`src/rtl/fetch_ctrl_pkg.sv`:
```
// Shared cpu package: address width, fetch packet size and fetch FSM state encoding.
package fetch_ctrl_pkg;

    localparam int CPU_ADDR_BITS = 32;
    localparam int FETCH_BYTES   = 8;

    typedef enum logic [1:0] {
        BOOT  = 2'd0,
        RUN   = 2'd1,
        FLUSH = 2'd2
    } fetch_state_e;

    // Counter/pointer width that never collapses to zero bits.
    function automatic int clog2_min1(input int n);
        return (n > 1) ? $clog2(n) : 1;
    endfunction

endpackage

```
`src/rtl/fetch_ctrl_pc_fifo.sv`:
```
// In-order FIFO of request PCs awaiting an icache response; head reads 0 when empty.
module pc_fifo
    import fetch_ctrl_pkg::*;
#(
    parameter int DEPTH = 2,
    parameter int WIDTH = CPU_ADDR_BITS
) (
    input  logic             clk,
    input  logic             rst_n,
    input  logic             push,
    input  logic [WIDTH-1:0] din,
    input  logic             pop,
    output logic [WIDTH-1:0] head
);

    localparam int PW = clog2_min1(DEPTH);
    localparam int CW = clog2_min1(DEPTH + 1);

    logic [WIDTH-1:0] r_mem [DEPTH];
    logic [PW-1:0]    r_wr_ptr;
    logic [PW-1:0]    r_rd_ptr;
    logic [CW-1:0]    r_count;
    logic             w_empty;
    logic             w_full;
    logic             w_push;
    logic             w_pop;

    function automatic logic [PW-1:0] ptr_inc(input logic [PW-1:0] p);
        return (p == PW'(DEPTH - 1)) ? '0 : p + PW'(1);
    endfunction

    assign w_empty = (r_count == '0);
    assign w_full  = (r_count == CW'(DEPTH));
    assign w_push  = push && !w_full;
    assign w_pop   = pop && !w_empty;
    assign head    = w_empty ? '0 : r_mem[r_rd_ptr];

    always_ff @(posedge clk or negedge rst_n) begin
        if (!rst_n) begin
            r_wr_ptr <= '0;
            r_rd_ptr <= '0;
            r_count  <= '0;
        end else begin
            if (w_push) r_wr_ptr <= ptr_inc(r_wr_ptr);
            if (w_pop)  r_rd_ptr <= ptr_inc(r_rd_ptr);
            r_count <= r_count + CW'(w_push) - CW'(w_pop);
        end
    end

    always_ff @(posedge clk) begin
        if (w_push) r_mem[r_wr_ptr] <= din;
    end

endmodule

```
`src/rtl/fetch_ctrl.sv`:
```
// Instruction fetch controller: issues two-instruction icache requests under buffer
// credits and an outstanding limit, and discards responses made stale by a redirect.
//
//   state | meaning
//   BOOT  | one idle cycle after reset, no requests
//   RUN   | normal fetch; redirect_val moves to FLUSH
//   FLUSH | one cycle: buf_flush high, credits rebuilt from pending drops
module fetch_ctrl
    import fetch_ctrl_pkg::*;
#(
    parameter logic [CPU_ADDR_BITS-1:0] RESET_PC        = 32'h0000_0000,
    parameter int                       BUF_DEPTH       = 4,
    parameter int                       MAX_OUTSTANDING = 2
) (
    input  logic                     clk,
    input  logic                     rst_n,
    input  logic                     redirect_val,
    input  logic [CPU_ADDR_BITS-1:0] redirect_pc,
    input  logic                     stall,
    output logic                     icache_req_val,
    output logic [CPU_ADDR_BITS-1:0] icache_req_addr,
    input  logic                     icache_req_rdy,
    input  logic                     icache_resp_val,
    output logic                     buf_wr_val,
    output logic [CPU_ADDR_BITS-1:0] buf_wr_pc,
    input  logic                     buf_pop,
    output logic                     buf_flush
);

    localparam int OW = clog2_min1(MAX_OUTSTANDING + 1);
    localparam int CW = clog2_min1(BUF_DEPTH);
    localparam int XW = CW + 2;
    localparam logic [XW-1:0] CRED_MAX = XW'(BUF_DEPTH - 1);

    fetch_state_e             r_state;
    fetch_state_e             w_state_nxt;
    logic [CPU_ADDR_BITS-1:0] r_fetch_pc;
    logic [CPU_ADDR_BITS-1:0] w_fetch_pc_nxt;
    logic [OW-1:0]            r_outstanding;
    logic [OW-1:0]            w_outstanding_nxt;
    logic [OW-1:0]            r_drop_cnt;
    logic [OW-1:0]            w_drop_cnt_nxt;
    logic [CW-1:0]            r_credits;
    logic [CW-1:0]            w_credits_nxt;
    logic [XW-1:0]            w_cred_sum;
    logic                     w_resp_ok;
    logic                     w_dropped;
    logic                     w_redirect;
    logic                     w_accept;
    logic [CPU_ADDR_BITS-1:0] w_head_pc;

    // A response with nothing outstanding is a protocol error and is ignored.
    assign w_resp_ok  = icache_resp_val && (r_outstanding != '0);
    assign w_dropped  = w_resp_ok && (r_drop_cnt != '0);
    assign w_redirect = (r_state == RUN) && redirect_val;

    assign icache_req_val  = (r_state == RUN) && !stall && !redirect_val &&
                             (r_credits != '0) && (r_outstanding < OW'(MAX_OUTSTANDING));
    assign w_accept        = icache_req_val && icache_req_rdy;
    assign icache_req_addr = r_fetch_pc;
    assign buf_wr_val      = w_resp_ok && (r_drop_cnt == '0);
    assign buf_wr_pc       = w_head_pc;
    assign buf_flush       = (r_state == FLUSH);

    always_comb begin
        w_state_nxt = r_state;
        case (r_state)
            BOOT:    w_state_nxt = RUN;
            RUN:     if (redirect_val) w_state_nxt = FLUSH;
            FLUSH:   w_state_nxt = RUN;
            default: w_state_nxt = BOOT;
        endcase
    end

    always_comb begin
        w_fetch_pc_nxt = r_fetch_pc;
        if (w_redirect)
            w_fetch_pc_nxt = redirect_pc;
        else if (w_accept)
            w_fetch_pc_nxt = r_fetch_pc + CPU_ADDR_BITS'(FETCH_BYTES);

        w_outstanding_nxt = r_outstanding + OW'(w_accept) - OW'(w_resp_ok);

        // Everything still in flight at a redirect belongs to the old path.
        w_drop_cnt_nxt = r_drop_cnt - OW'(w_dropped);
        if (w_redirect)
            w_drop_cnt_nxt = r_outstanding - OW'(w_resp_ok);

        w_cred_sum = XW'(r_credits) + XW'(buf_pop) + XW'(w_dropped);
        if (w_accept && (w_cred_sum != '0))
            w_cred_sum = w_cred_sum - XW'(1);
        if (w_cred_sum > CRED_MAX)
            w_cred_sum = CRED_MAX;
        // Buffer is empty after the flush; only still-pending drops hold credits.
        if (r_state == FLUSH)
            w_cred_sum = (XW'(w_drop_cnt_nxt) >= CRED_MAX) ? '0 : CRED_MAX - XW'(w_drop_cnt_nxt);
        w_credits_nxt = CW'(w_cred_sum);
    end

    always_ff @(posedge clk or negedge rst_n) begin
        if (!rst_n) begin
            r_state       <= BOOT;
            r_fetch_pc    <= RESET_PC;
            r_outstanding <= '0;
            r_drop_cnt    <= '0;
            r_credits     <= CW'(BUF_DEPTH - 1);
        end else begin
            r_state       <= w_state_nxt;
            r_fetch_pc    <= w_fetch_pc_nxt;
            r_outstanding <= w_outstanding_nxt;
            r_drop_cnt    <= w_drop_cnt_nxt;
            r_credits     <= w_credits_nxt;
        end
    end

    pc_fifo #(
        .DEPTH (MAX_OUTSTANDING),
        .WIDTH (CPU_ADDR_BITS)
    ) u_pc_fifo (
        .clk   (clk),
        .rst_n (rst_n),
        .push  (w_accept),
        .din   (r_fetch_pc),
        .pop   (w_resp_ok),
        .head  (w_head_pc)
    );

    resp_without_request: assert property (
        @(posedge clk) disable iff (!rst_n) icache_resp_val |-> (r_outstanding != '0)
    ) else $error("icache response with no outstanding request");

endmodule

```
`config.mk`:
```
export PLATFORM = sky130hd
export DESIGN_NAME = fetch_ctrl
export DESIGN_NICKNAME = d
export VERILOG_FILES = /design/src/rtl/fetch_ctrl_pkg.sv /design/src/rtl/fetch_ctrl_pc_fifo.sv /design/src/rtl/fetch_ctrl.sv
export SDC_FILE = /design/constraint.sdc
export NUM_CORES = 1
export LEC_CHECK = 0
export CAP_MARGIN = 20
export CORE_ASPECT_RATIO = 0.5
export CORE_MARGIN = 4
export CORE_UTILIZATION = 35
export DETAILED_ROUTE_END_ITERATION = 12
export SLEW_MARGIN = 20
export SYNTH_ARGS = -nofsm -noshare
export SYNTH_HDL_FRONTEND = slang
export SYNTH_HIERARCHICAL = 1
export SYNTH_SLANG_ARGS = --single-unit
export TNS_END_PERCENT = 10
```
`constraint.sdc`:
```
create_clock -name clk -period 4.1 [get_ports clk]
set_input_delay 0.82 -clock clk [delete_from_list [all_inputs] [get_ports clk]]
set_output_delay 0.82 -clock clk [all_outputs]
set_load 0.005 [all_outputs]
```
* Word level (Yosys, flattened, before mapping)
Memory sizes are Yosys's and may differ from the RTL's.
Index checks and enable logic that the tools add are counted.
** Storage, ports and cells
- Register bits :: 44
- Bits in writable memories :: 64
- Bits of input ports :: 39
- Output and inout port bits :: 67
- Logic and storage cells :: 68
- Memories kept :: 1
** Cells by class
- Add/sub/neg operators :: 13
- Order comparisons :: 3
- Eq/ne operators :: 4
- Mux-type cells :: 14
- Reductions and logical operators :: 25
** Memory list
- u_pc_fifo.r_mem :: words 2, bits a word 32, rd ports 1, clocked after Yosys merged registers in 0, write ports 1, line fetch_ctrl_pc_fifo.sv:19 : logic [WIDTH-1:0] r_mem [DEPTH];
** Operator list (number)
- $mux W32 :: 3
- $add A32 B4 Y32 const B :: 1
- $logic_and A1 B1 Y1 :: 12
- $mux W2 :: 5
- $reduce_bool A2 Y1 :: 4
- $sub A2 B1 Y2 :: 4
- $logic_not A2 Y1 :: 3
- $add A2 B1 Y2 :: 2
- $add A3 B1 Y4 :: 1
- $eq A2 B2 Y1 const B :: 2
- $gt A4 B2 Y1 const B :: 1
- $logic_not A1 Y1 :: 4
- $mux W1 :: 4
- $mux W4 :: 1
- $pmux W2 S2 :: 1
- $reduce_bool A4 Y1 :: 1
- $sub A4 B1 Y4 const B :: 1
- $add A2 B1 Y3 :: 1
- $add A1 B1 Y1 const B :: 2
- $eq A2 B1 Y1 const B :: 1
- $ge A2 B2 Y1 const B :: 1
- $lt A2 B2 Y1 const B :: 1
- $ne A2 B2 Y1 const B :: 1
- $reduce_or A2 Y1 :: 1
- $sub A2 B2 Y2 const A :: 1

* Logic depth before layout (Yosys ltp)
- Word-level depth :: 11
- Depth in mapped cells :: 11
- Depth with buffers taken out :: 11

* Hierarchy
The synthesis kept the hierarchy.
** Modules (own cells, without submodules)
- pc_fifo :: instances 1, cells an instance 157, area an instance 2622.5 µm², seq. area each 2021.9 µm²
- fetch_ctrl :: instances 1, cells an instance 251, area an instance 2324.7 µm², seq. area each 1003.5 µm²

* Worst setup path after synthesis
Ideal clock, no wire load.
- Path type :: input to register
- From :: input port stall
- To :: memory u_pc_fifo/r_mem[0][0] (netlist bit), enable pin
- Setup time :: 421 ps
- Data arrival time :: 2960 ps
- Data required time :: 3679 ps
- Slack :: 719 ps
- Stages :: 5
- Buffers on the path :: 0
- Cells stage by stage :: nor4b_1 > nand3_1 > inv_1 > o21ai_2 > nor2_1
** On the way
- Word-level cells in the longest chain between the ends :: 9
** Ends and longest elaborated chain
- start: declaration :: line fetch_ctrl.sv:19 : input logic stall,
- $logic_not A1 Y1 :: line fetch_ctrl.sv:57 : assign icache_req_val = (r_state == RUN) && !stall && !redirect_val &&
- $logic_and A1 B1 Y1 (3 in series) :: line fetch_ctrl.sv:57
- $logic_and A1 B1 Y1 :: line fetch_ctrl.sv:58 : (r_credits != '0) && (r_outstanding < OW'(MAX_OUTSTANDING));
- $logic_and A1 B1 Y1 :: line fetch_ctrl.sv:59 : assign w_accept = icache_req_val && icache_req_rdy;
- net w_accept :: line fetch_ctrl.sv:49 : logic w_accept;
- $logic_and A1 B1 Y1 :: line fetch_ctrl_pc_fifo.sv:34 : assign w_push = push && !w_full;
- $mux W1 :: line fetch_ctrl_pc_fifo.sv:51 : if (w_push) r_mem[r_wr_ptr] <= din;
- $mux W1 (implied by the code) :: line fetch_ctrl_pc_fifo.sv:51
- end: declaration :: line fetch_ctrl_pc_fifo.sv:19
The timed path passes the listed nets, and every way through them passes these cells.

* Worst setup path in the final report
- From :: input port stall
- To :: output port icache_req_val
** On the way
- Word-level cells in the longest chain between the ends :: 5
** Ends and longest elaborated chain
- $logic_not A1 Y1 :: line fetch_ctrl.sv:57
- $logic_and A1 B1 Y1 (3 in series) :: line fetch_ctrl.sv:57
- $logic_and A1 B1 Y1 :: line fetch_ctrl.sv:58
- end: declaration :: line fetch_ctrl.sv:20 : output logic icache_req_val,
No other way between the ends.

==> summary.md <==
| Metric | Value |
|---|---|
| Starting DRT DRC Count | `160` |
| Ys Warns | `6` |
| Static Leak | `roughly 2.5 nW` |
| CP max-delay cell | `or4b_4` |
| Final Net Count | `566` |
| Min-Delay Path Class | `input pin to async pin` |
| CP startpoint | `stall` |
| Reg2Reg Depth | `5` |
| Critical path fanouts, max | `5` |
| Clock root buffer | `clkbuf_16` |
| Synth Flop Type | `edfxtp_1` |
| Number of enable flip-flop cells after synthesis | `64` |
| Largest net degree at the start of global routing | `33` |
| Fin worst setup slack | `approximately 0.83 ns` |
| Count leader, synth | `edfxtp_1` |
| Rows | `30` |
| Cts bufs inserted | `9` |
| Top cell type's share of synthesized area | `38.85%` |
| Hold_buf cts | `0` |
| Layout Utilization | `47.70%` |
| Met3 routed WL | `about 350 um` |
| Pwr per Cell Area | `around 590 nW/um^2` |
| Pwr Total | `between 3 and 4 mW` |
| DR vias/cell | `4.752` |
| DR vias | `3388` |
| Top cell type by total area after synthesis | `edfxtp_1` |
| Top cell family by delay on the critical path | `buffers and inverters` |
| Routed length on met1 | `5.659 mm` |
| Reg2reg setup slack | `roughly 1.5 ns` |
| Die area | `approximately 16000 sq um` |
| Number of inserted diodes | `0` |
| Critical Path RT | `3.28 ns` |
| Total grt overflow | `0` |
| Buffers on Ports | `105` |
| Worst Setup EP | `icache_req_val` |
| Vias in the first global route | `~3300` |
| Core box area | `13700 sq um` |
| First-pass GRT wire length | `18.32 mm` |
| Flops & latches, synth | `~110` |
| Peak VDD IR | `261.2 uV` |
| WP buf/inv | `2` |
| # Max-Cap Violations | `0` |
| Crit Path Category | `input pin to output port` |
| CP peak stage delay | `0.54 ns` |
| Post-Route Skew | `0.007980 ns` |
| Critical path depth | `4` |
| TritonCTS clock tree | `done` |
| WL met2 | `5.656 mm` |
| Worst rel slew slack | `50.38%` |
| Setup crit end kind | `output port` |
| Starting Density | `36.11%` |
| Fillers | `1252` |
| Mapped Avg Cell Area | `12.13 sq um` |
| NetSw | `1.265 mW` |
| Syn Std Cell Area | `between 4000 and 5000 sq um` |
| CTS max path bufs | `2` |
| Initial DRT Pass Iterations | `4` |
| Worst skew pair latency | `0.35 ns` |
| Postcts setup bufs | `0` |
| Number of routed nets with antenna violations | `0` |
| Wire per inst | `16.54 um` |
| Final hold viol count | `0` |
| Resize count post-CTS | `0` |
| Gate power share | `a little over a third` |
| Worst-path clk slew | `0.07 ns` |
| Crit Reg-Reg Endpoint | `icache_req_addr[26]` |
| Synth Instances | `408` |
| Post-DP HPWL | `8.427 mm` |
| Flop pwr share | `43.1%` |
| Internal | `2.582 mW` |
| Worst reg2reg startpoint | `r_outstanding[1]` |
| CP cell instances | `clkdlybuf4s50_1 -> or4b_4 -> nor2_1 -> clkdlybuf4s50_1` |
| Worst-Margin Slew | `approximately 0.74 ns` |
| Sum of negative setup slack | `0 ns` |
| Synth cell count leaders | `64 x edfxtp_1, 45 x nor2_1, 42 x dfrtp_1, 41 x nand2_1, 33 x mux2i_1` |
| Top post-synthesis cells by area | `edfxtp_1 39%, dfrtp_1 21%, mux2i_1 6.7%, nor2_1 3.4%, xnor2_1 3.4%` |
| Crit-path most repeated cell | `clkdlybuf4s50_1` |
| F_max | `0.3056 GHz` |
| Area grow syn2layout | `32.09%` |
| Status | `completed` |
| RSZ-0062 raised after global routing | `false` |
| Seq/Total Area, Yosys | `between 60 and 70%` |
| Initial antenna violation count | `0` |
| CTS H-Tree Depth | `3` |
| Arrival time worst endpoint | `between 2 and 2.5 ns` |
| Syn_nets | `458` |
| Top routing layer used | `met4` |
| Layout cell share with drive strength beyond 1 | `8.061%` |
| Wirelength, routed | `11.79 mm` |
| Sw Share | `roughly 33%` |
| Die Wd | `176.1 um` |
| Remaining DRCs | `0` |
| # setup viols final | `0` |
| Pre-CTS setup slack | `0.7981 ns` |
| Clk sinks | `108` |
| Die Height | `92.07 um` |
| Fin. max-slew vios | `0` |
| Global placement routability congestion | `0.7938` |
| Post-synthesis async set-or-reset flop share | `40.74%` |
| Critical path startpoint category | `input pin` |
| Distinct cells, synth | `49` |
| Fin crit share | `79.81%` |
| Fin crit period | `3.272 ns` |
| Clock network power share | `21.1%` |
| I/O pin count | `106` |
| All-layer global routing usage | `14.81%` |
-- flip-flops by register name, summed over array words and instances, names as in the netlist --
register,cells
u_pc_fifo/r_count,2
u_pc_fifo/r_mem,64
r_drop_cnt,2
u_pc_fifo/r_wr_ptr,1
r_state,2
r_credits,2
r_outstanding,2
icache_req_addr,32
u_pc_fifo/r_rd_ptr,1
-- power groups by stage --
stage	Combinational, mW	Sequential [mW]	Clock, mW
floorplan	0.742	1.57	0
global placement	1.39	1.68	0
detailed placement	1.41	1.68	0
CTS	1.41	1.66	0.834
global route	1.52	1.70	0.884
finish	1.38	1.66	0.810
-- kinds of logic (layout without fill, tap and decap cells) --
family                   after synthesis  count (layout)  synth area share [%]
AND/OR/NAND/NOR                      141             141                 14.74
flip-flops                           108             108                 61.15
AO/OA/AOI/OAI                         48              48                 5.893
buffers and inverters                 37             150                 3.288
multiplexers                          33              33                 6.677
XOR/XNOR                              30              30                 5.311
adder cells (fa/ha/maj)               11              11                 2.934
-- stage by stage --
stage	cell area, sq um	cells	hold WS, ns
6_report	6535	713	0.4217
5_1_grt	6535	713	0.4438
4_1_cts	6535	713	0.4249
3_5_place_dp	6257	697	0.4957
3_3_place_gp	6257	697	0.4983
2_1_floorplan	4947	408	0.4681
-- per-layer routing --
layer | global-route usage [%] | vias up
li1 | - | 1673
met1 | 20.18 | 1649
met2 | 24.18 | 56
met3 | 3.213 | 10
met4 | 3.761 | 0
met5 | 0 | -
-- cells in the final DEF, fill, tap and decap left out, types with 3 or more instances in the layout --
cell and n:
o21ai_0 16, a31oi_1 4, clkbuf_16 9, clkdlybuf4s50_1 104
nand4_1 7, nor4_2 4, xnor2_1 19, edfxtp_1 64
mux2i_1 33, xor2_1 11, o21ai_1 13, nand2_1 41
nor2_1 42, and3_1 5, ha_1 10, buf_4 7
nand3_1 14, inv_1 19, nor3_1 3, nor4_1 5
dfrtp_1 41
-- cell type report --
class	instances	area, sq um	area share [%]
flip-flops and latches	108	3027	46.31
inverters	20	75.07	1.149
multi-input cells	263	1777	27.19
well taps	192	240.2	3.676
clock inverters	6	48.80	0.7467
clock buffers	10	229.0	3.504
repair buffers	114	1139	17.42
-- worst min path at each step --
stage | startpoint | endpoint | slack [ns] | cells past startpoint
floorplan | u_pc_fifo/r_wr_ptr | u_pc_fifo/r_wr_ptr | 0.47 | 1
global placement | icache_req_addr[0] | u_pc_fifo/r_mem[0][0] | 0.50 | 0
detailed placement | icache_req_addr[0] | u_pc_fifo/r_mem[0][0] | 0.50 | 0
CTS | rst_n | icache_req_addr[15] | 0.42 | 1
global route | rst_n | icache_req_addr[15] | 0.44 | 1
finish | rst_n | icache_req_addr[15] | 0.42 | 1
No activity file was read; power rests on OpenSTA's default activity.
==> variant 1 (same settings) <==
One comparison of `r_count` changes from == to >=.
--- a/src/rtl/fetch_ctrl_pc_fifo.sv
+++ b/src/rtl/fetch_ctrl_pc_fifo.sv
@@ -30,7 +30,7 @@
     endfunction
 
     assign w_empty = (r_count == '0);
-    assign w_full  = (r_count == CW'(DEPTH));
+    assign w_full  = (r_count >= CW'(DEPTH));
     assign w_push  = push && !w_full;
     assign w_pop   = pop && !w_empty;
     assign head    = w_empty ? '0 : r_mem[r_rd_ptr];
Function: no difference found for any inputs over 4 cycles, from zero or initial values and one cycle with rst_n low; that may be too few to reach the edited logic, so the function may still have changed.
==> variant 1 against the original RTL <==
- register-to-register slack lost 80 ps
- largest power group unchanged
- routed wire length shrank 3.9%
- sequential cell count is the same
- setup slack lost 330 ps
- highest routed layer unchanged
- critical path type unchanged
- sequential power shrank 2%
- design area grew 0.29%
- power shrank 1.8%
- synthesized area grew 2.4%
- fmax shrank 9.3%
==> variant 1: results (changes against the original RTL) <==
[outcome]
status = finished clean

[synthesis]
ys_seq_area_frac = 0.597  ; -0.0143
synth-xor-area-share = 0.0588  ; +0.00567
ys_types = 46  ; -6.1%
synthMuxAreaShare = 0.0716  ; +0.00485
yosys.area_share.adder = 0.0311  ; +0.00178
syn-num-nets = 460  ; +0.44%
yosys-top-cells-area = edfxtp_1 38%, dfrtp_1 21%, mux2i_1 6.7%
synth.cells.most_frequent = 64 x edfxtp_1, 44 x nor2_1, 42 x dfrtp_1

[worst_setup_path]
crit_slowest_cell = or4b_2
ff2ff_path_depth = 11  ; +6
arrival_ps = 2790  ; +340 ps
worst_r2r_endpoint = r_credits[1]
critPathMaxFanout = 2  ; -3
slowest_delay_ps = 620  ; +80 ps
reg2reg_setup_slack_ps = 1440  ; -80 ps

[routing]
wirelength_um = 11300  ; -3.9%
wl_met1_um = 5200  ; -8.2%
wl_per_cell_um = 15.8  ; -4.2%
dr_wl_met2_um = 5570  ; -1.6%
top_layer_used = met4
wl_met3_um = 457  ; +30%
routed_via_density = 4.73  ; -0.40%

[sta]
finalClockSkew_ps = 6.39  ; -1.59 ps
maxSlewHeadroom = 0.551  ; +0.0476
holdWs_ps = 496  ; +74.4 ps
finalCritPeriodShare = 0.879  ; +0.0814

[cells_and_area]
largest_register_ff_count = 64  ; unchanged
layout-drive-gt1-share = 0.0880  ; +0.00734
nNetsFinal = 569  ; +0.53%

[global_routing]
grt_pass1_wl_um = 17800  ; -2.8%
grt_pass1_vias = 3298  ; +0.15%
grt_usage = 0.139  ; -0.00876

[power]
ir_worst_vdd_v = 0.000241  ; -7.9%
leakage_nw = 2.51  ; +0.69%

[clocking]
cts_buffers = 9  ; unchanged

[place]
dpl_cell_area_mm2 = 0.00627  ; +0.28%
gp_congestion = 0.743  ; -6.4%
dp_slack_ps = 481  ; -317 ps
place_inst = 699  ; +0.29%

[variant 1: cell count changes in the layout (fill, tap and decap cells not counted), sizes merged, moves of 2 or more]
cell   before  now
a21oi       1    4
and2        1    5
nand4       8   13
mux2        0    2
xor2       11   14
nor4       11    6
a31oi       4    1
and3        5    9
or3         2    0
inv        21   16
[variant 1: metal layers]
| metal | vias up | global-route usage |
|---|---|---|
| li1 | 1663 | - |
| met1 | 1660 | 0.185 |
| met2 | 51 | 0.233 |
| met3 | 10 | 0.0339 |
| met4 | 0 | 0.0309 |
| met5 | - | 0 |
[variant 1: area by class of cell]
cell class                      instances  area, um^2
Timing Repair Buffer                  115        1120
Multi-Input combinational cell        268        1830
Sequential cell                       108        3030
Clock inverter                          7        53.8
Fill cell                            1272        7300
Tap cell                              192         240
Clock buffer                            9         225
Inverter                               16        60.1
[variant 1: power by group]
group	internal, mW	total [mW]	switching [mW]
Clock	0.414	0.798	0.385
Combinational	0.782	1.36	0.575
Sequential	1.36	1.62	0.260
==> variant 2 (config.mk and constraints unchanged) <==
Made on the original files. The parameter `BUF_DEPTH` goes from 4 to 16.
--- a/src/rtl/fetch_ctrl.sv
+++ b/src/rtl/fetch_ctrl.sv
@@ -9,7 +9,7 @@
     import fetch_ctrl_pkg::*;
 #(
     parameter logic [CPU_ADDR_BITS-1:0] RESET_PC        = 32'h0000_0000,
-    parameter int                       BUF_DEPTH       = 4,
+    parameter int                       BUF_DEPTH       = 16,
     parameter int                       MAX_OUTSTANDING = 2
 ) (
     input  logic                     clk,
Function: changed (a bounded check fails within 10 cycles, from zero or initial values and one cycle with rst_n low).
==> variant 2 against the original RTL <==
- power up 6.2%
- non-clock buffer count up 3
- sequential cell count up 2
- combinational power up 11%
- register-to-register slack worse by 530 ps
- global-route usage down 0.089 points
- critical path type is now in2reg
- critical endpoint is now r_credits[1]
- setup slack worse by 280 ps
- clock skew down 1.6 ps
- synthesized cell count up 8.6%
- design area up 4.0%
- synthesized area up 5.0%
- highest routed layer unchanged
- critical path depth up 9
- routed wire length up 3.4%
==> variant 2: results (changes against the original RTL) <==
[power]
leakage_nw = 2.54  ; +1.6%
switching_share = 0.336  ; +0.00732
ir_worst_vdd_v = 0.000274  ; +4.9%

[place]
port_buffers = 105  ; unchanged
dpl_cell_area_mm2 = 0.00651  ; +4.0%
dp_hpwl_um = 8580  ; +1.8%
gp_congestion = 0.821  ; +3.4%

[clocking]
cts_setup_buffers = 0  ; unchanged
cts-root-buf = clkbuf_16
clk_latency_ps = 350  ; about the same
cts_buffer_depth = 2  ; unchanged

[global_routing]
grt_max_degree = 33  ; unchanged
grt_pass1_wl_um = 19600  ; +7.1%
antenna_found_initial = 0  ; unchanged
grt_pass1_vias = 3552  ; +7.9%
grt_usage = 0.147  ; -0.000893

[routing]
wl_per_cell_um = 16.2  ; -2.2%
first_iter_violations = 198  ; +24%
ant_nets = 0  ; unchanged
firstDrtPassIters = 4  ; unchanged
routed_via_density = 4.97  ; +4.7%

[outcome]
status = finished clean

[worst_setup_path]
critPathMaxFanout = 7  ; +2
arrival_ps = 3820  ; +1370 ps
reg2reg_from = r_outstanding[1]
crit_slowest_cell = or4_1
reg2reg_setup_slack_ps = 990  ; -530 ps
crit_start = icache_resp_val
slowest_delay_ps = 630  ; +90 ps
ff2ff_path_depth = 12  ; +7
worst_r2r_endpoint = r_credits[1]
crit_path_end_kind = flip-flop

[synthesis]
ys_types = 53  ; +8.2%
synth.cells.most_frequent = 64 x edfxtp_1, 47 x nor2_1, 45 x nand2_1
ys_seq_area_frac = 0.592  ; -0.0190
yosys-top-cells-area = edfxtp_1 37%, dfrtp_1 20%, mux2i_1 6.4%
async_flop_share = 0.418  ; +0.0108
syn-num-nets = 491  ; +7.2%

[cells_and_area]
fillers = 1355  ; +8.2%
layout-drive-gt1-share = 0.0935  ; +0.0129
top_register = u_pc_fifo/r_mem
nNetsFinal = 599  ; +5.8%

[sta]
finalClockSkew_ps = 6.34  ; -1.64 ps
maxSlewHeadroom = 0.439  ; -0.0645

## variant 2: logic make-up after synthesis
kind of cell / Yosys count / share of synthesized area
AOI/OAI and AO/OA: 60 / 0.0686
xor gates and xnor gates: 35 / 0.0590
adders and majority gates: 9 / 0.0231
buffers and inverters: 39 / 0.0356
DFF: 110 / 0.592
muxes: 33 / 0.0636
and+or+nand+nor: 157 / 0.158
## variant 2: area by class of cell
class | instances | area (um^2) | share of cell area
sequential | 110 | 3080 | 0.453
multi-input combinational | 294 | 1950 | 0.287
timing repair buffer | 117 | 1160 | 0.171
tap | 198 | 248 | 0.0365
clock buffer | 11 | 246 | 0.0363
inverter | 19 | 71.3 | 0.0105
clock inverter | 5 | 41.3 | 0.00608
## variant 2: stage by stage
| step | cells | worst slack (ps) | hold WS (ps) | power (mW) |
|---|---|---|---|---|
| 2_1_floorplan | 443 | 152 | 464 | 2.49 |
| 3_3_place_gp | 738 | 307 | 485 | 3.27 |
| 3_5_place_dp | 738 | 199 | 496 | 3.30 |
| 4_1_cts | 754 | 571 | 469 | 4.14 |
| 5_1_grt | 754 | 318 | 484 | 4.36 |
| 6_report | 754 | 552 | 460 | 4.09 |
## variant 2: power groups by stage
stage | Clock (mW) | Combinational [mW] | Sequential (mW)
3_5_place_dp | 0 | 1.56 | 1.74
3_3_place_gp | 0 | 1.54 | 1.73
5_1_grt | 0.905 | 1.70 | 1.76
4_1_cts | 0.860 | 1.56 | 1.72
2_1_floorplan | 0 | 0.878 | 1.61
6_report | 0.837 | 1.53 | 1.72
## variant 2: routing by layer
layer	global-route usage	up-vias	share of wire
li1	-	1809	-
met1	0.201	1852	0.47
met2	0.240	78	0.49
met3	0.0317	12	0.037
met4	0.0409	0	0.010
met5	0	-	0
## variant 2: how the worst min path moves through the flow
stage	startpoint	to	cells after the start
CTS	rst_n	u_pc_fifo/r_rd_ptr	1
global route	rst_n	icache_req_addr[31]	1
floorplan	r_state[1]	r_state[0]	1
global placement	icache_req_addr[2]	u_pc_fifo/r_mem[0][2]	0
detailed placement	icache_req_addr[1]	u_pc_fifo/r_mem[0][1]	0
finish	rst_n	icache_req_addr[31]	1
## variant 2: worst max-delay path, delay by kind of cell
kind	cells	cell delay (ps)
adder cells (fa/ha/maj)	3	820
AND/OR/NAND/NOR	1	630
AO/OA/AOI/OAI	4	810
buffers and inverters	5	740
